File: src/rtl/async_fifo_pkg.sv
// Shared definitions for the single-clock FIFO slice.
// Provides default geometry, the address-width helper and the default
// pointer type (address bits plus one wrap bit).
package async_fifo_pkg;

    localparam int unsigned DEF_WIDTH = 16;
    localparam int unsigned DEF_DEPTH = 8;

    // Address width for a given depth; depth is expected to be a power of two.
    function automatic int unsigned aw_of(input int unsigned depth);
        return (depth <= 1) ? 1 : $clog2(depth);
    endfunction

    localparam int unsigned DEF_AW = aw_of(DEF_DEPTH);

    // Pointer for the default geometry: MSB is the wrap bit.
    typedef logic [DEF_AW:0] ptr_t;

    // Returns 1 when depth is a power of two and at least 2.
    function automatic bit depth_ok(input int unsigned depth);
        return (depth >= 2) && ((depth & (depth - 1)) == 0);
    endfunction

endpackage

File: src/rtl/async_fifo_core_if.sv
// Producer/consumer bundle for async_fifo_core.
// master: drives i_wdata/i_push/i_pop, observes o_full/o_empty/o_rdata.
// slave : the FIFO side.
interface async_fifo_core_if
    import async_fifo_pkg::*;
#(
    parameter int unsigned WIDTH = DEF_WIDTH
);
    logic [WIDTH-1:0] i_wdata;
    logic             i_push;
    logic             i_pop;
    logic             o_full;
    logic             o_empty;
    logic [WIDTH-1:0] o_rdata;

    modport master (
        output i_wdata, i_push, i_pop,
        input  o_full, o_empty, o_rdata
    );

    modport slave (
        input  i_wdata, i_push, i_pop,
        output o_full, o_empty, o_rdata
    );
endinterface

File: src/rtl/async_fifo_ram.sv
// Simple dual-port storage for the FIFO.
// i_clk/i_rst_n : clock and asynchronous active-low reset (read register only)
// i_we/i_waddr/i_wdata : write port
// i_re/i_raddr : read request/address
// o_rdata : registered read data, holds when i_re=0, cleared by reset
module async_fifo_ram
    import async_fifo_pkg::*;
#(
    parameter int unsigned WIDTH = DEF_WIDTH,
    parameter int unsigned AW    = DEF_AW
) (
    input  logic             i_clk,
    input  logic             i_rst_n,
    input  logic             i_we,
    input  logic [AW-1:0]    i_waddr,
    input  logic [WIDTH-1:0] i_wdata,
    input  logic             i_re,
    input  logic [AW-1:0]    i_raddr,
    output logic [WIDTH-1:0] o_rdata
);
    localparam int unsigned DEPTH = 1 << AW;

    logic [WIDTH-1:0] mem_q [DEPTH];
    logic [WIDTH-1:0] rdata_q;

    // Array is deliberately not reset.
    always_ff @(posedge i_clk) begin
        if (i_we) begin
            mem_q[i_waddr] <= i_wdata;
        end
    end

    always_ff @(posedge i_clk or negedge i_rst_n) begin
        if (!i_rst_n) begin
            rdata_q <= '0;
        end else if (i_re) begin
            rdata_q <= mem_q[i_raddr];
        end
    end

    assign o_rdata = rdata_q;
endmodule

File: src/rtl/async_fifo_core.sv
// Single-clock FIFO with exact full/empty flags.
// i_clk   : clock, all state updates on rising edge
// i_rst_n : asynchronous active-low reset (pointers and read data cleared)
// bus     : slave side of async_fifo_core_if (push/pop, data, flags)
// Pointers carry one extra wrap bit; equal pointers mean empty, pointers
// differing only in the wrap bit mean full.
module async_fifo_core
    import async_fifo_pkg::*;
#(
    parameter int unsigned WIDTH = DEF_WIDTH,
    parameter int unsigned DEPTH = DEF_DEPTH
) (
    input  logic                 i_clk,
    input  logic                 i_rst_n,
    async_fifo_core_if.slave     bus
);
    localparam int unsigned AW = aw_of(DEPTH);

    typedef logic [AW:0] fptr_t;

    generate
        if (!depth_ok(DEPTH)) begin : g_bad_depth
            $fatal(1, "async_fifo_core: DEPTH must be a power of two >= 2");
        end
    endgenerate

    fptr_t wptr_q, wptr_d;
    fptr_t rptr_q, rptr_d;
    logic  full, empty;
    logic  push_ok, pop_ok;

    assign empty = (wptr_q == rptr_q);
    assign full  = (wptr_q[AW] != rptr_q[AW]) &&
                   (wptr_q[AW-1:0] == rptr_q[AW-1:0]);

    // Both accepts are judged against the pre-edge flags, so push+pop on a
    // full FIFO only pops and on an empty FIFO only pushes.
    assign push_ok = bus.i_push & ~full;
    assign pop_ok  = bus.i_pop  & ~empty;

    always_comb begin
        wptr_d = wptr_q;
        rptr_d = rptr_q;
        if (push_ok) wptr_d = wptr_q + fptr_t'(1);
        if (pop_ok)  rptr_d = rptr_q + fptr_t'(1);
    end

    always_ff @(posedge i_clk or negedge i_rst_n) begin
        if (!i_rst_n) begin
            wptr_q <= '0;
            rptr_q <= '0;
        end else begin
            wptr_q <= wptr_d;
            rptr_q <= rptr_d;
        end
    end

    async_fifo_ram #(
        .WIDTH (WIDTH),
        .AW    (AW)
    ) u_ram (
        .i_clk   (i_clk),
        .i_rst_n (i_rst_n),
        .i_we    (push_ok),
        .i_waddr (wptr_q[AW-1:0]),
        .i_wdata (bus.i_wdata),
        .i_re    (pop_ok),
        .i_raddr (rptr_q[AW-1:0]),
        .o_rdata (bus.o_rdata)
    );

    assign bus.o_full  = full;
    assign bus.o_empty = empty;
endmodule

File: src/flat_wrapper.sv
// flat-port wrapper written by rule: the top's interface ports become plain ports
module async_fifo_core_flat import async_fifo_pkg::*;
#(
    parameter int unsigned WIDTH = DEF_WIDTH,
    parameter int unsigned DEPTH = DEF_DEPTH
)
  (i_clk, i_rst_n, bus_i_wdata, bus_i_push, bus_i_pop, bus_o_full, bus_o_empty, bus_o_rdata);
  async_fifo_core_if #(.WIDTH(WIDTH)) bus_i ();
  input  logic i_clk;
  input  logic i_rst_n;
  input wire logic [$bits(bus_i.i_wdata)-1:0] bus_i_wdata;
  input wire logic [$bits(bus_i.i_push)-1:0] bus_i_push;
  input wire logic [$bits(bus_i.i_pop)-1:0] bus_i_pop;
  output wire logic [$bits(bus_i.o_full)-1:0] bus_o_full;
  output wire logic [$bits(bus_i.o_empty)-1:0] bus_o_empty;
  output wire logic [$bits(bus_i.o_rdata)-1:0] bus_o_rdata;
  assign bus_i.i_wdata = bus_i_wdata;
  assign bus_i.i_push = bus_i_push;
  assign bus_i.i_pop = bus_i_pop;
  assign bus_o_full = bus_i.o_full;
  assign bus_o_empty = bus_i.o_empty;
  assign bus_o_rdata = bus_i.o_rdata;
  async_fifo_core #(.WIDTH(WIDTH), .DEPTH(DEPTH)) u_core (.i_clk(i_clk), .i_rst_n(i_rst_n), .bus(bus_i));
endmodule
File: config.mk
export PLATFORM = sky130hd
export DESIGN_NAME = async_fifo_core_flat
export DESIGN_NICKNAME = d
export VERILOG_FILES = /design/src/rtl/async_fifo_pkg.sv /design/src/rtl/async_fifo_core_if.sv /design/src/rtl/async_fifo_ram.sv /design/src/rtl/async_fifo_core.sv /design/src/flat_wrapper.sv
export SDC_FILE = /design/constraint.sdc
export NUM_CORES = 1
export LEC_CHECK = 0
export ABC_AREA = 1
export ABC_CLOCK_PERIOD_IN_PS = 5900
export CAP_MARGIN = 20
export CORE_MARGIN = 1.5
export CORE_UTILIZATION = 45
export CTS_CLUSTER_DIAMETER = 40
export CTS_CLUSTER_SIZE = 40
export DETAILED_ROUTE_END_ITERATION = 10
export MAX_ROUTING_LAYER = met4
export PLACE_DENSITY = 0.64
export SYNTH_ARGS = -nofsm -noshare
export SYNTH_HDL_FRONTEND = slang
export SYNTH_SLANG_ARGS = --single-unit
File: constraint.sdc
create_clock -name i_clk -period 5.9 [get_ports i_clk]
set_input_delay 1.18 -clock i_clk [delete_from_list [all_inputs] [get_ports i_clk]]
set_output_delay 1.18 -clock i_clk [all_outputs]
set_load 0.005 [all_outputs]
# After elaboration in Yosys (flattened, before gate mapping)
# Memory sizes are Yosys's and may differ from the RTL's. A register that Yosys moved wholly into a read port is not among the register bits.
# Index checks and enable logic that the tools add are counted.
# totals
memories	1
regBits	8
out_inout_bits	18
ramBits	128
# memory_table
memory	depth	word_bits	rd	rd_clocked_by_memory_dff	wr	line	source
u_core.u_ram.mem_q	8	16	1	1	1	async_fifo_ram.sv:23	logic [WIDTH-1:0] mem_q [DEPTH];
# classes
n_eq_ne	3
n_reduce_logical	2
mux	2
add_sub_neg	2
bitwise	4
# ops
operator	n
4-bit by 1-bit adder with 4-bit output (second input constant)	2
4-bit == test	1
3-bit == test	1
1-bit bitwise AND	2
1-bit 2-to-1 mux	2
1-bit inverter	2
1-bit logical AND	1
1-bit logical NOT	1
1-bit != test	1

# Logic depth before layout (Yosys ltp)
# depth
ltp_word	6
ltp_mapped	11

# By module
# Synthesis repeated with hierarchy kept, for this count alone.
# unflattened
cells_unflattened	646
area_unflattened_um2	6583.8
# modules_own_cells
mod	cells_per_inst	seq_area_each_um2	n_inst	area_each_um2
async_fifo_ram	575	4244.1	1	6045.8
async_fifo_core	71	200.2	1	538.0

# Worst setup path after synthesis
# No wires, ideal clock.
# synth_path
path_type	input -> register
startpoint	in bus_i_push
endpoint	mem u_core.u_ram.mem_q[0][0] in the netlist's numbering (enable)
required_ns	5.512
cell_stages	2
t_arrival_ns	2.020
n_path_buf	0
path_slack_ns	3.491
setup_ns	0.388
path_cell_list	nand2_1 nor2_1
# synth_between
elab_chain_len	3
# synth_lines
element	line	source
from (decl)	flat_wrapper.sv:12	input wire logic [$bits(bus_i.i_push)-1:0] bus_i_push;
1-bit bitwise AND	async_fifo_core.sv:38	assign push_ok = bus.i_push & ~full;
1-bit 2-to-1 mux	async_fifo_ram.sv:28	if (i_we) begin
1-bit 2-to-1 mux (not written as such)	async_fifo_ram.sv:29	mem_q[i_waddr] <= i_wdata;
to (decl)	async_fifo_ram.sv:23	
# No other way between the ends.

# Worst setup path in the final report
# layout_path
startpoint	reg u_core.rptr_q[1]
endpoint	out bus_o_full
# layout_between
elab_chain_len	2
# layout_lines
element	line	source
from (decl)	async_fifo_core.sv:28	fptr_t rptr_q, rptr_d;
from (signal assigned)	async_fifo_core.sv:54	rptr_q <= rptr_d;
3-bit == test	async_fifo_core.sv:34	(wptr_q[AW-1:0] == rptr_q[AW-1:0]);
1-bit logical AND	async_fifo_core.sv:33	assign full = (wptr_q[AW] != rptr_q[AW]) &&
to (decl)	flat_wrapper.sv:14	output wire logic [$bits(bus_i.o_full)-1:0] bus_o_full;
# No other way between the ends.

==> results.json <==
{
  "r2r_end": "u_core.u_ram.mem_q[7][8]",
  "arrival_ns": 2.68,
  "p_switching_w": 0.00132,
  "postCtsSetupBuffers": 0,
  "clockPowerShare": 0.305,
  "fill_cells": 1206,
  "viasPerCell": 4.81,
  "startpoint_type": "flip-flop",
  "cp-endpoint": "bus_o_full",
  "hold_viol": 0,
  "drive_above_1_share": 0.0705,
  "powerDensity_nw_per_um2": 494,
  "ys_seq_elements": 152,
  "reg2reg_slack_ns": 3.07,
  "synth_cells": 713,
  "htreeDepth": 4,
  "die_h_um": 126,
  "period_needed_ns": 3.86,
  "synth_area_leaders": "edfxtp_1 57%, nand2_1 16%, dfrtp_1 8.9%, inv_1 7.5%, nand3_1 5.6%",
  "fin_skew_ns": 0.00790,
  "antenna_found_initial": 0,
  "clock-sinks": 152,
  "drc": 0,
  "power_switching_share": 0.337,
  "nets": 775,
  "worstSetupPathType": "reg -> out",
  "cts_root_buf": "clkbuf_16",
  "clkTransAtPathRegs_ns": 0.06,
  "rr_worst_depth": 7,
  "max_stage_delay_ns": 0.58,
  "end_kind": "output port",
  "cpMaxStageDelayCell": "clkinv_2",
  "netlist_area_sq_um": 6760,
  "avgSynthCellArea_sq_um": 9.48,
  "holdWs_ns": 0.480,
  "drv_slew": 0,
  "port_buffers": 37,
  "ctsResizeCount": 0,
  "routabilityCongestion": 0.797,
  "cts_tree": "yes",
  "numCtsBuffers": 17,
  "leakage_nw": 3.73,
  "coreArea_sq_um": 14600,
  "layout_commonest_cell": "nand2_1",
  "ctsLongestPathBuffers": 2,
  "crit_path_cell_trace": "buf_4 > clkinv_2 > nand2_1 > nand2_2 > nand4_2 > inv_1 > clkdlybuf4s50_1",
  "grt_pass1_vias": 4473,
  "row_count": 44,
  "dieArea_sq_um": 15800,
  "netlist.area_leader.share": 0.568,
  "syn-num-nets": 735,
  "netlist.top_cell.by_area": "edfxtp_1",
  "slew_headroom": 0.481,
  "initial_utilization": 0.464,
  "outcome": "completed",
  "drt_iter0_markers": 496,
  "ys_seq_area_frac": 0.657,
  "worstHoldPathType": "reg -> reg",
  "crit_required_ns": 4.72,
  "final_cell_mix": "295 x nand2_1, 135 x inv_1, 128 x edfxtp_1, 75 x nand3_1, 37 x clkdlybuf4s50_1",
  "p_comb_frac": 0.319,
  "syn_to_final_growth_pct": 17.7,
  "crit_path_max_fanout": 37,
  "grt_pass1_wl_um": 22400,
  "insertedDiodeCount": 0,
  "vias": 4567,
  "tightest_slew_ns": 0.778,
  "die_x_um": 126,
  "wl_per_cell_um": 14.6,
  "pin_count": 38,
  "dp_hpwl_um": 7790,
  "grt_max_degree": 66,
  "wirelength_um": 13900,
  "fmax_mhz": 259,
  "drv_cap": 0,
  "dr.pass1.iters": 5,
  "overflow": 0,
  "cts-hold-fix-buffers": 0,
  "irDropWorstVdd_v": 0.000270,
  "setup_violations": 0,
  "intPower_w": 0.00260,
  "setup_tns_ns": 0,
  "clock_latency_ns": 0.42,
  "period_share": 0.655,
  "r2r_start": "u_core.rptr_q[1]",
  "seq_power_share": 0.376,
  "ys_warn_count": 0,
  "rsz0062_at_grt": "false",
  "ys_types": 20,
  "crit_start": "u_core.rptr_q[1]",
  "groute.usage.overall": 0.193,
  "ant_nets": 0
}
## worst max-delay path: cells and delay by family, from the launching register on
family,cells,cell delay [ns]
DFF,1,0.32
buffers and inverters,4,1.47
and+or+nand+nor,3,0.46
## synthesized netlist by cell type
cell type,number
edfxtp_1,128
buf_1,3
nor2_2,1
nand4_2,1
buf_6,4
nand2_1,295
nor2_1,10
dfrtp_1,24
xnor2_1,1
buf_2,11
buf_4,2
nor2_4,1
inv_2,4
ha_1,2
inv_1,135
nand3_1,75
clkinv_2,1
clkbuf_1,8
nand2_2,4
xor2_1,3
## state kept, by name (all words and copies together), names as in the netlist
signal and flops:
u_core.u_ram.mem_q 128, u_core.u_ram.o_rdata 16, u_core.wptr_q 4, u_core.rptr_q 4
## power groups by stage
stage                     Combinational, W  Sequential [W]  Clock, W
after floorplan                   0.000876         0.00148         0
after global placement             0.00123         0.00149         0
after detailed placement           0.00126         0.00150         0
after CTS                          0.00126         0.00148   0.00122
after global routing               0.00142         0.00150   0.00126
final                              0.00125         0.00148   0.00120
## how the worst min path moves through the flow
stage,cells past startpoint,slack (ns),end,start
final,2,0.48,u_core.u_ram.o_rdata[4],u_core.u_ram.o_rdata[4]
after global routing,2,0.50,u_core.u_ram.o_rdata[2],u_core.u_ram.o_rdata[2]
after CTS,2,0.48,u_core.u_ram.o_rdata[2],u_core.u_ram.o_rdata[2]
after detailed placement,2,0.46,u_core.u_ram.o_rdata[2],u_core.u_ram.o_rdata[2]
after global placement,2,0.46,u_core.u_ram.o_rdata[2],u_core.u_ram.o_rdata[2]
after floorplan,2,0.47,u_core.u_ram.o_rdata[0],u_core.u_ram.o_rdata[0]
## per-layer routing
| layer | part of all wire | vias up | track usage |
|---|---|---|---|
| met1 | 0.45 | 2158 | 0.237 |
| met2 | 0.48 | 108 | 0.308 |
| li1 | - | 2279 | - |
| met4 | 0.022 | 0 | 0.0782 |
| met5 | 0 | - | - |
| met3 | 0.048 | 22 | 0.0462 |
## cell families (layout without fill, tap and decap cells)
family                     after synthesis  count (layout)  share of synthesized area
and+or+nand+nor                        387             387                      0.233
buffers and inverters                  168             221                      0.101
DFF                                    152             152                      0.657
xor gates and xnor gates                 4               4                    0.00518
adders and majority gates                2               2                    0.00370
## area by class of cell
type	count	area, sq um	area share
multi-input cells	393	1640	0.206
clock buffers	18	429	0.0539
flip-flops and latches	152	4450	0.559
repair buffers	49	460	0.0579
well taps	184	230	0.0289
clock inverters	14	229	0.0288
inverters	140	527	0.0662
## metrics by stage
step / worst slack [ns] / instances / utilization / instance area (sq um) / total power [W]
2_1_floorplan: 3.49 / 713 / - / 6760 / 0.00235
3_3_place_gp: 2.45 / 918 / 0.500 / 7300 / 0.00272
5_1_grt: 1.77 / 950 / 0.545 / 7960 / 0.00418
3_5_place_dp: 2.46 / 918 / 0.500 / 7300 / 0.00275
6_report: 2.04 / 950 / 0.545 / 7960 / 0.00393
4_1_cts: 1.99 / 950 / 0.545 / 7960 / 0.00396
Note: power is estimated with default switching activity, not from simulation.
